**src/rtl/mux2_rr_arbiter_pkg.sv**
```systemverilog
`default_nettype none
// ============================================================================
// Module      : mux2_rr_arbiter_pkg
// Description : Shared state encoding and defaults for the two-way
//               round-robin arbiter in front of a Mux2 datapath.
// Revision    : 1.0 - initial release
// ============================================================================
package mux2_rr_arbiter_pkg;

  // Arbiter ownership states; encoding is fixed so debug probes stay stable.
  typedef enum logic [1:0] {
    IDLE = 2'b00,
    OWN0 = 2'b01,
    OWN1 = 2'b10
  } state_t;

  // Default bound on consecutive grant cycles while the other side waits.
  localparam int c_DEFAULT_MAX_HOLD = 8;

  // Default width of the hold counter.
  localparam int c_DEFAULT_CNT_W = 4;

endpackage
`default_nettype wire

```
**src/rtl/mux2_rr_arbiter_if.sv**
```systemverilog
`default_nettype none
// ============================================================================
// Module      : mux2_rr_arbiter_if
// Description : Request / grant / select bundle between two requesters and
//               the round-robin arbiter driving a Mux2 select.
// Revision    : 1.0 - initial release
// ============================================================================
interface mux2_rr_arbiter_if;

  logic req0;   // requester 0 wants the mux
  logic req1;   // requester 1 wants the mux
  logic gnt0;   // requester 0 owns the mux
  logic gnt1;   // requester 1 owns the mux
  logic s0;     // Mux2 select: 0 = I0, 1 = I1
  logic busy;   // either grant active

  // Requester side: raises requests, observes grants and select.
  modport master (
    output req0, req1,
    input  gnt0, gnt1, s0, busy
  );

  // Arbiter side: samples requests, drives grants and select.
  modport slave (
    input  req0, req1,
    output gnt0, gnt1, s0, busy
  );

endinterface
`default_nettype wire

```
**src/rtl/mux2_hold_counter.sv**
```systemverilog
`default_nettype none
// ============================================================================
// Module      : mux2_hold_counter
// Description : Up-counter with synchronous clear and enable that saturates
//               at LIMIT and flags when it sits at the limit.
// Revision    : 1.0 - initial release
// ============================================================================
module mux2_hold_counter #(
  parameter int CNT_W = 4,
  parameter int LIMIT = 7
) (
  input  wire logic clk,
  input  wire logic rst_n,
  input  wire logic i_clr,
  input  wire logic i_en,
  output logic      o_term
);

  localparam logic [CNT_W-1:0] c_LIMIT = CNT_W'(LIMIT);

  logic [CNT_W-1:0] r_cnt;

  // Count enabled cycles; clear wins over enable, and the count parks at LIMIT.
  always_ff @(posedge clk or negedge rst_n) begin
    if (!rst_n) begin
      r_cnt <= '0;
    end else if (i_clr) begin
      r_cnt <= '0;
    end else if (i_en && (r_cnt != c_LIMIT)) begin
      r_cnt <= r_cnt + 1'b1;
    end
  end

  assign o_term = (r_cnt == c_LIMIT);

endmodule
`default_nettype wire

```
**src/rtl/mux2_rr_arbiter.sv**
```systemverilog
`default_nettype none
// ============================================================================
// Module      : mux2_rr_arbiter
// Description : Two-way round-robin arbiter sharing one Mux2. Grants are
//               held while requested, bounded to MAX_HOLD cycles whenever the
//               other requester is waiting. Grants and select are registered.
// Revision    : 1.0 - initial release
// ============================================================================
module mux2_rr_arbiter
  import mux2_rr_arbiter_pkg::*;
#(
  parameter int MAX_HOLD = c_DEFAULT_MAX_HOLD,
  parameter int CNT_W    = c_DEFAULT_CNT_W
) (
  input wire logic            clk,
  input wire logic            rst_n,
  mux2_rr_arbiter_if.slave    bus
);

  state_t r_state;
  state_t w_state_nxt;
  logic   r_last;     // last owner: 1 means requester 0 wins the next tie
  logic   r_gnt0;
  logic   r_gnt1;
  logic   r_s0;
  logic   w_term;     // current owner has used up its hold budget
  logic   w_enter;    // this edge hands the mux to a new owner
  logic   w_stay;     // this edge keeps the current owner

  // Hold budget for the current owner; cleared on every new grant.
  mux2_hold_counter #(
    .CNT_W (CNT_W),
    .LIMIT (MAX_HOLD - 1)
  ) u_hold_cnt (
    .clk    (clk),
    .rst_n  (rst_n),
    .i_clr  (w_enter),
    .i_en   (w_stay),
    .o_term (w_term)
  );

  // State register.
  always_ff @(posedge clk or negedge rst_n) begin
    if (!rst_n) begin
      r_state <= IDLE;
    end else begin
      r_state <= w_state_nxt;
    end
  end

  // Next-state: ties go to the non-last requester, handovers are bubble-free.
  always_comb begin
    w_state_nxt = r_state;
    case (r_state)
      IDLE: begin
        if (bus.req0 && bus.req1) begin
          w_state_nxt = r_last ? OWN0 : OWN1;
        end else if (bus.req0) begin
          w_state_nxt = OWN0;
        end else if (bus.req1) begin
          w_state_nxt = OWN1;
        end
      end
      OWN0: begin
        if (!bus.req0) begin
          w_state_nxt = bus.req1 ? OWN1 : IDLE;
        end else if (bus.req1 && w_term) begin
          w_state_nxt = OWN1;
        end
      end
      OWN1: begin
        if (!bus.req1) begin
          w_state_nxt = bus.req0 ? OWN0 : IDLE;
        end else if (bus.req0 && w_term) begin
          w_state_nxt = OWN0;
        end
      end
      default: w_state_nxt = IDLE;
    endcase
  end

  assign w_enter = (w_state_nxt != IDLE) && (w_state_nxt != r_state);
  assign w_stay  = (r_state != IDLE) && (w_state_nxt == r_state);

  // Grant, select and last-owner registers; select only moves with a new grant.
  always_ff @(posedge clk or negedge rst_n) begin
    if (!rst_n) begin
      r_gnt0 <= 1'b0;
      r_gnt1 <= 1'b0;
      r_s0   <= 1'b0;
      r_last <= 1'b1;
    end else begin
      r_gnt0 <= (w_state_nxt == OWN0);
      r_gnt1 <= (w_state_nxt == OWN1);
      if (w_enter) begin
        r_s0   <= (w_state_nxt == OWN1);
        r_last <= (w_state_nxt == OWN1);
      end
    end
  end

  assign bus.gnt0 = r_gnt0;
  assign bus.gnt1 = r_gnt1;
  assign bus.s0   = r_s0;
  assign bus.busy = r_gnt0 | r_gnt1;

endmodule
`default_nettype wire
```
**src/flat_wrapper.sv**
```systemverilog
// flat-port wrapper written by rule: the top's interface ports become plain ports
module mux2_rr_arbiter_flat import mux2_rr_arbiter_pkg::*;
#(
  parameter int MAX_HOLD = c_DEFAULT_MAX_HOLD,
  parameter int CNT_W    = c_DEFAULT_CNT_W
)
  (clk, rst_n, bus_req0, bus_req1, bus_gnt0, bus_gnt1, bus_s0, bus_busy);
  mux2_rr_arbiter_if bus_i ();
  input wire logic clk;
  input wire logic rst_n;
  input wire logic [$bits(bus_i.req0)-1:0] bus_req0;
  input wire logic [$bits(bus_i.req1)-1:0] bus_req1;
  output wire logic [$bits(bus_i.gnt0)-1:0] bus_gnt0;
  output wire logic [$bits(bus_i.gnt1)-1:0] bus_gnt1;
  output wire logic [$bits(bus_i.s0)-1:0] bus_s0;
  output wire logic [$bits(bus_i.busy)-1:0] bus_busy;
  assign bus_i.req0 = bus_req0;
  assign bus_i.req1 = bus_req1;
  assign bus_gnt0 = bus_i.gnt0;
  assign bus_gnt1 = bus_i.gnt1;
  assign bus_s0 = bus_i.s0;
  assign bus_busy = bus_i.busy;
  mux2_rr_arbiter #(.MAX_HOLD(MAX_HOLD), .CNT_W(CNT_W)) u_core (.clk(clk), .rst_n(rst_n), .bus(bus_i));
endmodule
```
**config.mk**
```make
export PLATFORM = sky130hd
export DESIGN_NAME = mux2_rr_arbiter_flat
export DESIGN_NICKNAME = d
export VERILOG_FILES = /design/src/rtl/mux2_rr_arbiter_pkg.sv /design/src/rtl/mux2_rr_arbiter_if.sv /design/src/rtl/mux2_hold_counter.sv /design/src/rtl/mux2_rr_arbiter.sv /design/src/flat_wrapper.sv
export SDC_FILE = /design/constraint.sdc
export NUM_CORES = 1
export LEC_CHECK = 0
export BUFFER_PORTS_ARGS = -buffer_cell sky130_fd_sc_hd__buf_2
export CORE_AREA = 2 2 39 41
export CTS_CLUSTER_DIAMETER = 50
export DETAILED_ROUTE_END_ITERATION = 6
export DIE_AREA = 0 0 41 43
export HOLD_SLACK_MARGIN = 0.05
export REMOVE_ABC_BUFFERS = 1
export SETUP_SLACK_MARGIN = 0.02
export SYNTH_ARGS = -nofsm -noshare
export SYNTH_HDL_FRONTEND = slang
export SYNTH_SLANG_ARGS = --single-unit
```
**constraint.sdc**
```tcl
create_clock -name clk -period 2.65 [get_ports clk]
set_input_delay 0.3975 -clock clk [delete_from_list [all_inputs] [get_ports clk]]
set_output_delay 0.3975 -clock clk [all_outputs]
set_load 0.005 [all_outputs]
```
==> report_table.html <==
<table>
<tr><th>Metric</th><th>Value</th></tr>
<tr><th colspan="2">STA</th></tr>
<tr><td>Number of hold violations in the final report</td><td>0</td></tr>
<tr><td>Post-Route Skew</td><td>8.73 ps</td></tr>
<tr><td>Worst-case headroom to the max-slew limit</td><td>76.0%</td></tr>
<tr><td>Pins over their slew limit</td><td>0</td></tr>
<tr><td>Unrepaired setup endpoints after global routing</td><td>no</td></tr>
<tr><td>Clock period minus final worst setup slack</td><td>1520 ps</td></tr>
<tr><td>Total Negative Setup Slacks</td><td>0 ps</td></tr>
<tr><td>Fmax achieved</td><td>0.657 GHz</td></tr>
<tr><td>Total of endpoints with negative setup slack in the final report</td><td>0</td></tr>
<tr><td>Setup WS post-layout</td><td>1130 ps</td></tr>
<tr><td>Share of the clock period used by the worst path</td><td>57.4%</td></tr>
<tr><td>Transition time at the pin with the least slew margin</td><td>360 ps</td></tr>
<tr><th colspan="2">Worst hold path</th></tr>
<tr><td>Worst min-delay path category</td><td>in -&gt; reg</td></tr>
<tr><th colspan="2">Routing</th></tr>
<tr><td>Number of iterations in the first detailed-routing pass</td><td>2</td></tr>
<tr><td># DRC</td><td>0</td></tr>
<tr><td>Vias per inst</td><td>5.36</td></tr>
<tr><td>Via count</td><td>429</td></tr>
<tr><td>Routed wire length</td><td>1010 µm</td></tr>
<tr><td>1st-iter DRT viols</td><td>2</td></tr>
<tr><td>Antenna viol nets, final</td><td>0</td></tr>
<tr><td>Routed wire per std cell</td><td>12.6 µm</td></tr>
<tr><th colspan="2">Logic synthesis</th></tr>
<tr><td>Gate count after technology mapping</td><td>54</td></tr>
<tr><td>Area share of xor/xnor cells in the synthesized design</td><td>0%</td></tr>
<tr><td>Adder-Cell Fraction of Synth Area</td><td>2.22%</td></tr>
<tr><td>YS warnings</td><td>0</td></tr>
<tr><td>Number of flip-flops and latches in the synthesized netlist</td><td>10</td></tr>
<tr><td>Main combinational cell family by area after synthesis</td><td>compound AO/OA/AOI/OAI gates</td></tr>
<tr><td>Average cell area after synthesis</td><td>10.4 µm²</td></tr>
<tr><td>Share of synthesized area spent on multiplexers</td><td>3.78%</td></tr>
<tr><td>Main area contributors after synthesis</td><td>dfrtp_1, dfstp_2, and3b_1, a21o_1, a21oi_1</td></tr>
<tr><td>Post-synth top flop</td><td>dfrtp_1</td></tr>
<tr><td>Compound-cell area share of the yosys netlist</td><td>28.9%</td></tr>
<tr><td>Cell accounting for the most synthesized area</td><td>dfrtp_1</td></tr>
<tr><td>Yosys top cell area share</td><td>40.0%</td></tr>
<tr><td>Number of distinct library cells after synthesis</td><td>31</td></tr>
<tr><td>Count of flip-flops with a built-in enable after synthesis</td><td>0</td></tr>
<tr><td>Simple logic cell fraction of the synthesized area</td><td>17.1%</td></tr>
<tr><td>Area of the mapped netlist</td><td>563 µm²</td></tr>
<tr><td>Async set-reset flop share out of synthesis</td><td>100%</td></tr>
<tr><td>Sequential cell area fraction in the yosys report</td><td>44.7%</td></tr>
<tr><th colspan="2">Global routing</th></tr>
<tr><td>Pin count of the biggest net entering global routing</td><td>14</td></tr>
<tr><td>Grt ovf</td><td>0</td></tr>
<tr><td>Antenna violations before repair</td><td>0</td></tr>
<tr><td>Via count of the first global-routing pass</td><td>373</td></tr>
<tr><td>Global-route usage over all layers</td><td>14.3%</td></tr>
<tr><td>First-pass GRT wire length</td><td>1680 µm</td></tr>
<tr><th colspan="2">Status</th></tr>
<tr><td>Status</td><td>completed</td></tr>
<tr><th colspan="2">Power and ir drop</th></tr>
<tr><td>Power density cells</td><td>607 nW/µm²</td></tr>
<tr><td>Leakage Power</td><td>0.349 nW</td></tr>
<tr><td>Maximum vdd ir drop</td><td>0.000367 V</td></tr>
<tr><th colspan="2">Clocking</th></tr>
<tr><td>Total number of H-tree levels</td><td>1</td></tr>
<tr><td>Buffers from clock root to sink, at most</td><td>2</td></tr>
<tr><td>TritonCTS Buffers</td><td>3</td></tr>
<tr><td>TritonCTS Sinks</td><td>10</td></tr>
<tr><td>Worst skew pair latency</td><td>260 ps</td></tr>
<tr><td>CTS root buf</td><td>clkbuf_4</td></tr>
<tr><td>Setup bufs post-CTS</td><td>0</td></tr>
<tr><td>Clock tree from TritonCTS</td><td>done</td></tr>
<tr><td>CTS clk-pin slew, worst paths</td><td>70 ps</td></tr>
<tr><th colspan="2">Floorplanning</th></tr>
<tr><td>Floorplan core area</td><td>1380 µm²</td></tr>
<tr><td>Starting density of the core</td><td>40.7%</td></tr>
<tr><td>Total die area</td><td>1760 µm²</td></tr>
<tr><td>Height of the die</td><td>43 µm</td></tr>
<tr><td>Number of I/O pins</td><td>8</td></tr>
<tr><td>Die width</td><td>41 µm</td></tr>
<tr><td>Number of rows created at floorplan</td><td>14</td></tr>
<tr><th colspan="2">Finish</th></tr>
<tr><td>Share of post-route cells with drive strength above 1</td><td>26.6%</td></tr>
<tr><td>Filler cells</td><td>136</td></tr>
<tr><td>Most common cell after layout, fill and taps aside</td><td>dfrtp_1</td></tr>
<tr><td>Number of diodes added for antenna fixing</td><td>0</td></tr>
<tr><td>Growth of design area from synthesis to finish</td><td>14.9%</td></tr>
<tr><td>Commonest cells after routing, fill and taps aside</td><td>dfrtp_1, buf_2, o21ai_0, a21oi_1</td></tr>
<tr><td>Total Nets Final</td><td>70</td></tr>
<tr><th colspan="2">Setup path</th></tr>
<tr><td>Endpoint kind of the worst setup timing path</td><td>flop</td></tr>
<tr><td>Critical path peak fanout</td><td>3</td></tr>
<tr><td>CP Data Arrival Time</td><td>1670 ps</td></tr>
<tr><td>Worst setup SP type</td><td>flop</td></tr>
<tr><td>Reg2reg setup slack</td><td>1130 ps</td></tr>
<tr><td>Critical path class</td><td>reg -&gt; reg</td></tr>
<tr><td>Required time at the endpoint of the critical path</td><td>2800 ps</td></tr>
<tr><th colspan="2">Placement</th></tr>
<tr><td>Worst setup slack after placement</td><td>1140 ps</td></tr>
<tr><td>Number of port buffers</td><td>7</td></tr>
<tr><td>Placer Congestion</td><td>0.803</td></tr>
<tr><td>Detailed placement HPWL</td><td>709 µm</td></tr>
<tr><th colspan="2">Run</th></tr>
<tr><td>Number of maximum-capacitance violations</td><td>0</td></tr>
</table>
## repair_timing
action,CTS,global route
hold buffers,1,0
endpoints found under the hold margin,9,0
gates resized for setup,0,0
## cells by family after synthesis
logic type,Yosys count
and+or+nand+nor,13
adders and majority gates,1
DFF,10
AOI/OAI and AO/OA,23
muxes,2
buffers and inverters,5
## final cells by class
cell class	instances	area [µm²]	share of cell area (%)
repair buffers	8	45.0	6.96
well taps	16	20.0	3.09
multi-input cells	39	293	45.3
clock buffers	4	26.3	4.06
flip-flops and latches	10	251	38.9
inverters	3	11.3	1.74
## cell usage after synthesis, drive strengths merged, types with 2 or more instances
master  number
o21ai        5
inv          3
dfrtp        9
a221oi       2
a21oi        5
and3b        3
nor2         2
a21o         3
clkbuf       2
## flip-flops by register name (all words and copies together) (netlist names)
signal	flops
u_core.u_hold_cnt.r_cnt	4
u_core.r_state	2
u_core.bus.gnt0	1
u_core.bus.gnt1	1
u_core.bus.s0	1
u_core.r_last	1
## stage by stage
step	utilization, %	area (µm²)	hold WS [ps]	power, mW	instances
2_1_floorplan	-	556	102	0.255	52
3_3_place_gp	44.1	611	273	0.285	75
3_5_place_dp	44.1	611	273	0.285	75
4_1_cts	46.7	647	422	0.395	80
5_1_grt	46.7	647	430	0.418	80
6_report	46.7	647	421	0.393	80
## report_power, final
group / total [mW] / switching [mW] / leakage [nW] / internal (mW)
clock: 0.109 / 0.0509 / 0.0150 / 0.0580
combinational: 0.0814 / 0.0382 / 0.207 / 0.0432
sequential: 0.202 / 0.0255 / 0.127 / 0.177
## layer usage
metal / GRT usage (%) / routed length, µm / up-vias / share of wire (%)
li1: - / - / 226 / -
met2: 19.1 / 415 / 9 / 41
met4: 6.00 / 22 / 0 / 2.2
met1: 20.5 / 528 / 190 / 52
met3: 4.71 / 41 / 4 / 4.1
met5: 0 / 0 / - / 0
## path summary, 6_finish.rpt
| check | startpoint | to | cells after the start |
|---|---|---|---|
| min in group asynchronous | rst_n | u_core.u_hold_cnt.r_cnt[3] | 2 |
| setup / recovery | u_core.u_hold_cnt.r_cnt[0] | u_core.u_hold_cnt.r_cnt[0] | 5 |
| hold reg to reg | u_core.bus.s0 | u_core.bus.s0 | 1 |
| max in group asynchronous | rst_n | u_core.r_last | 2 |
| hold / removal | bus_req1 | u_core.bus.gnt0 | 2 |
| setup reg to reg | u_core.u_hold_cnt.r_cnt[0] | u_core.u_hold_cnt.r_cnt[0] | 5 |
## worst max-delay path, cell delays in order, from the launching register on
cell and delay [ps]:
dfrtp_1 400, ha_1 260, and3b_1 210, a21boi_0 170, o2bb2ai_1 110, mux2_2 260
Note: power is estimated with default switching activity, not from simulation.
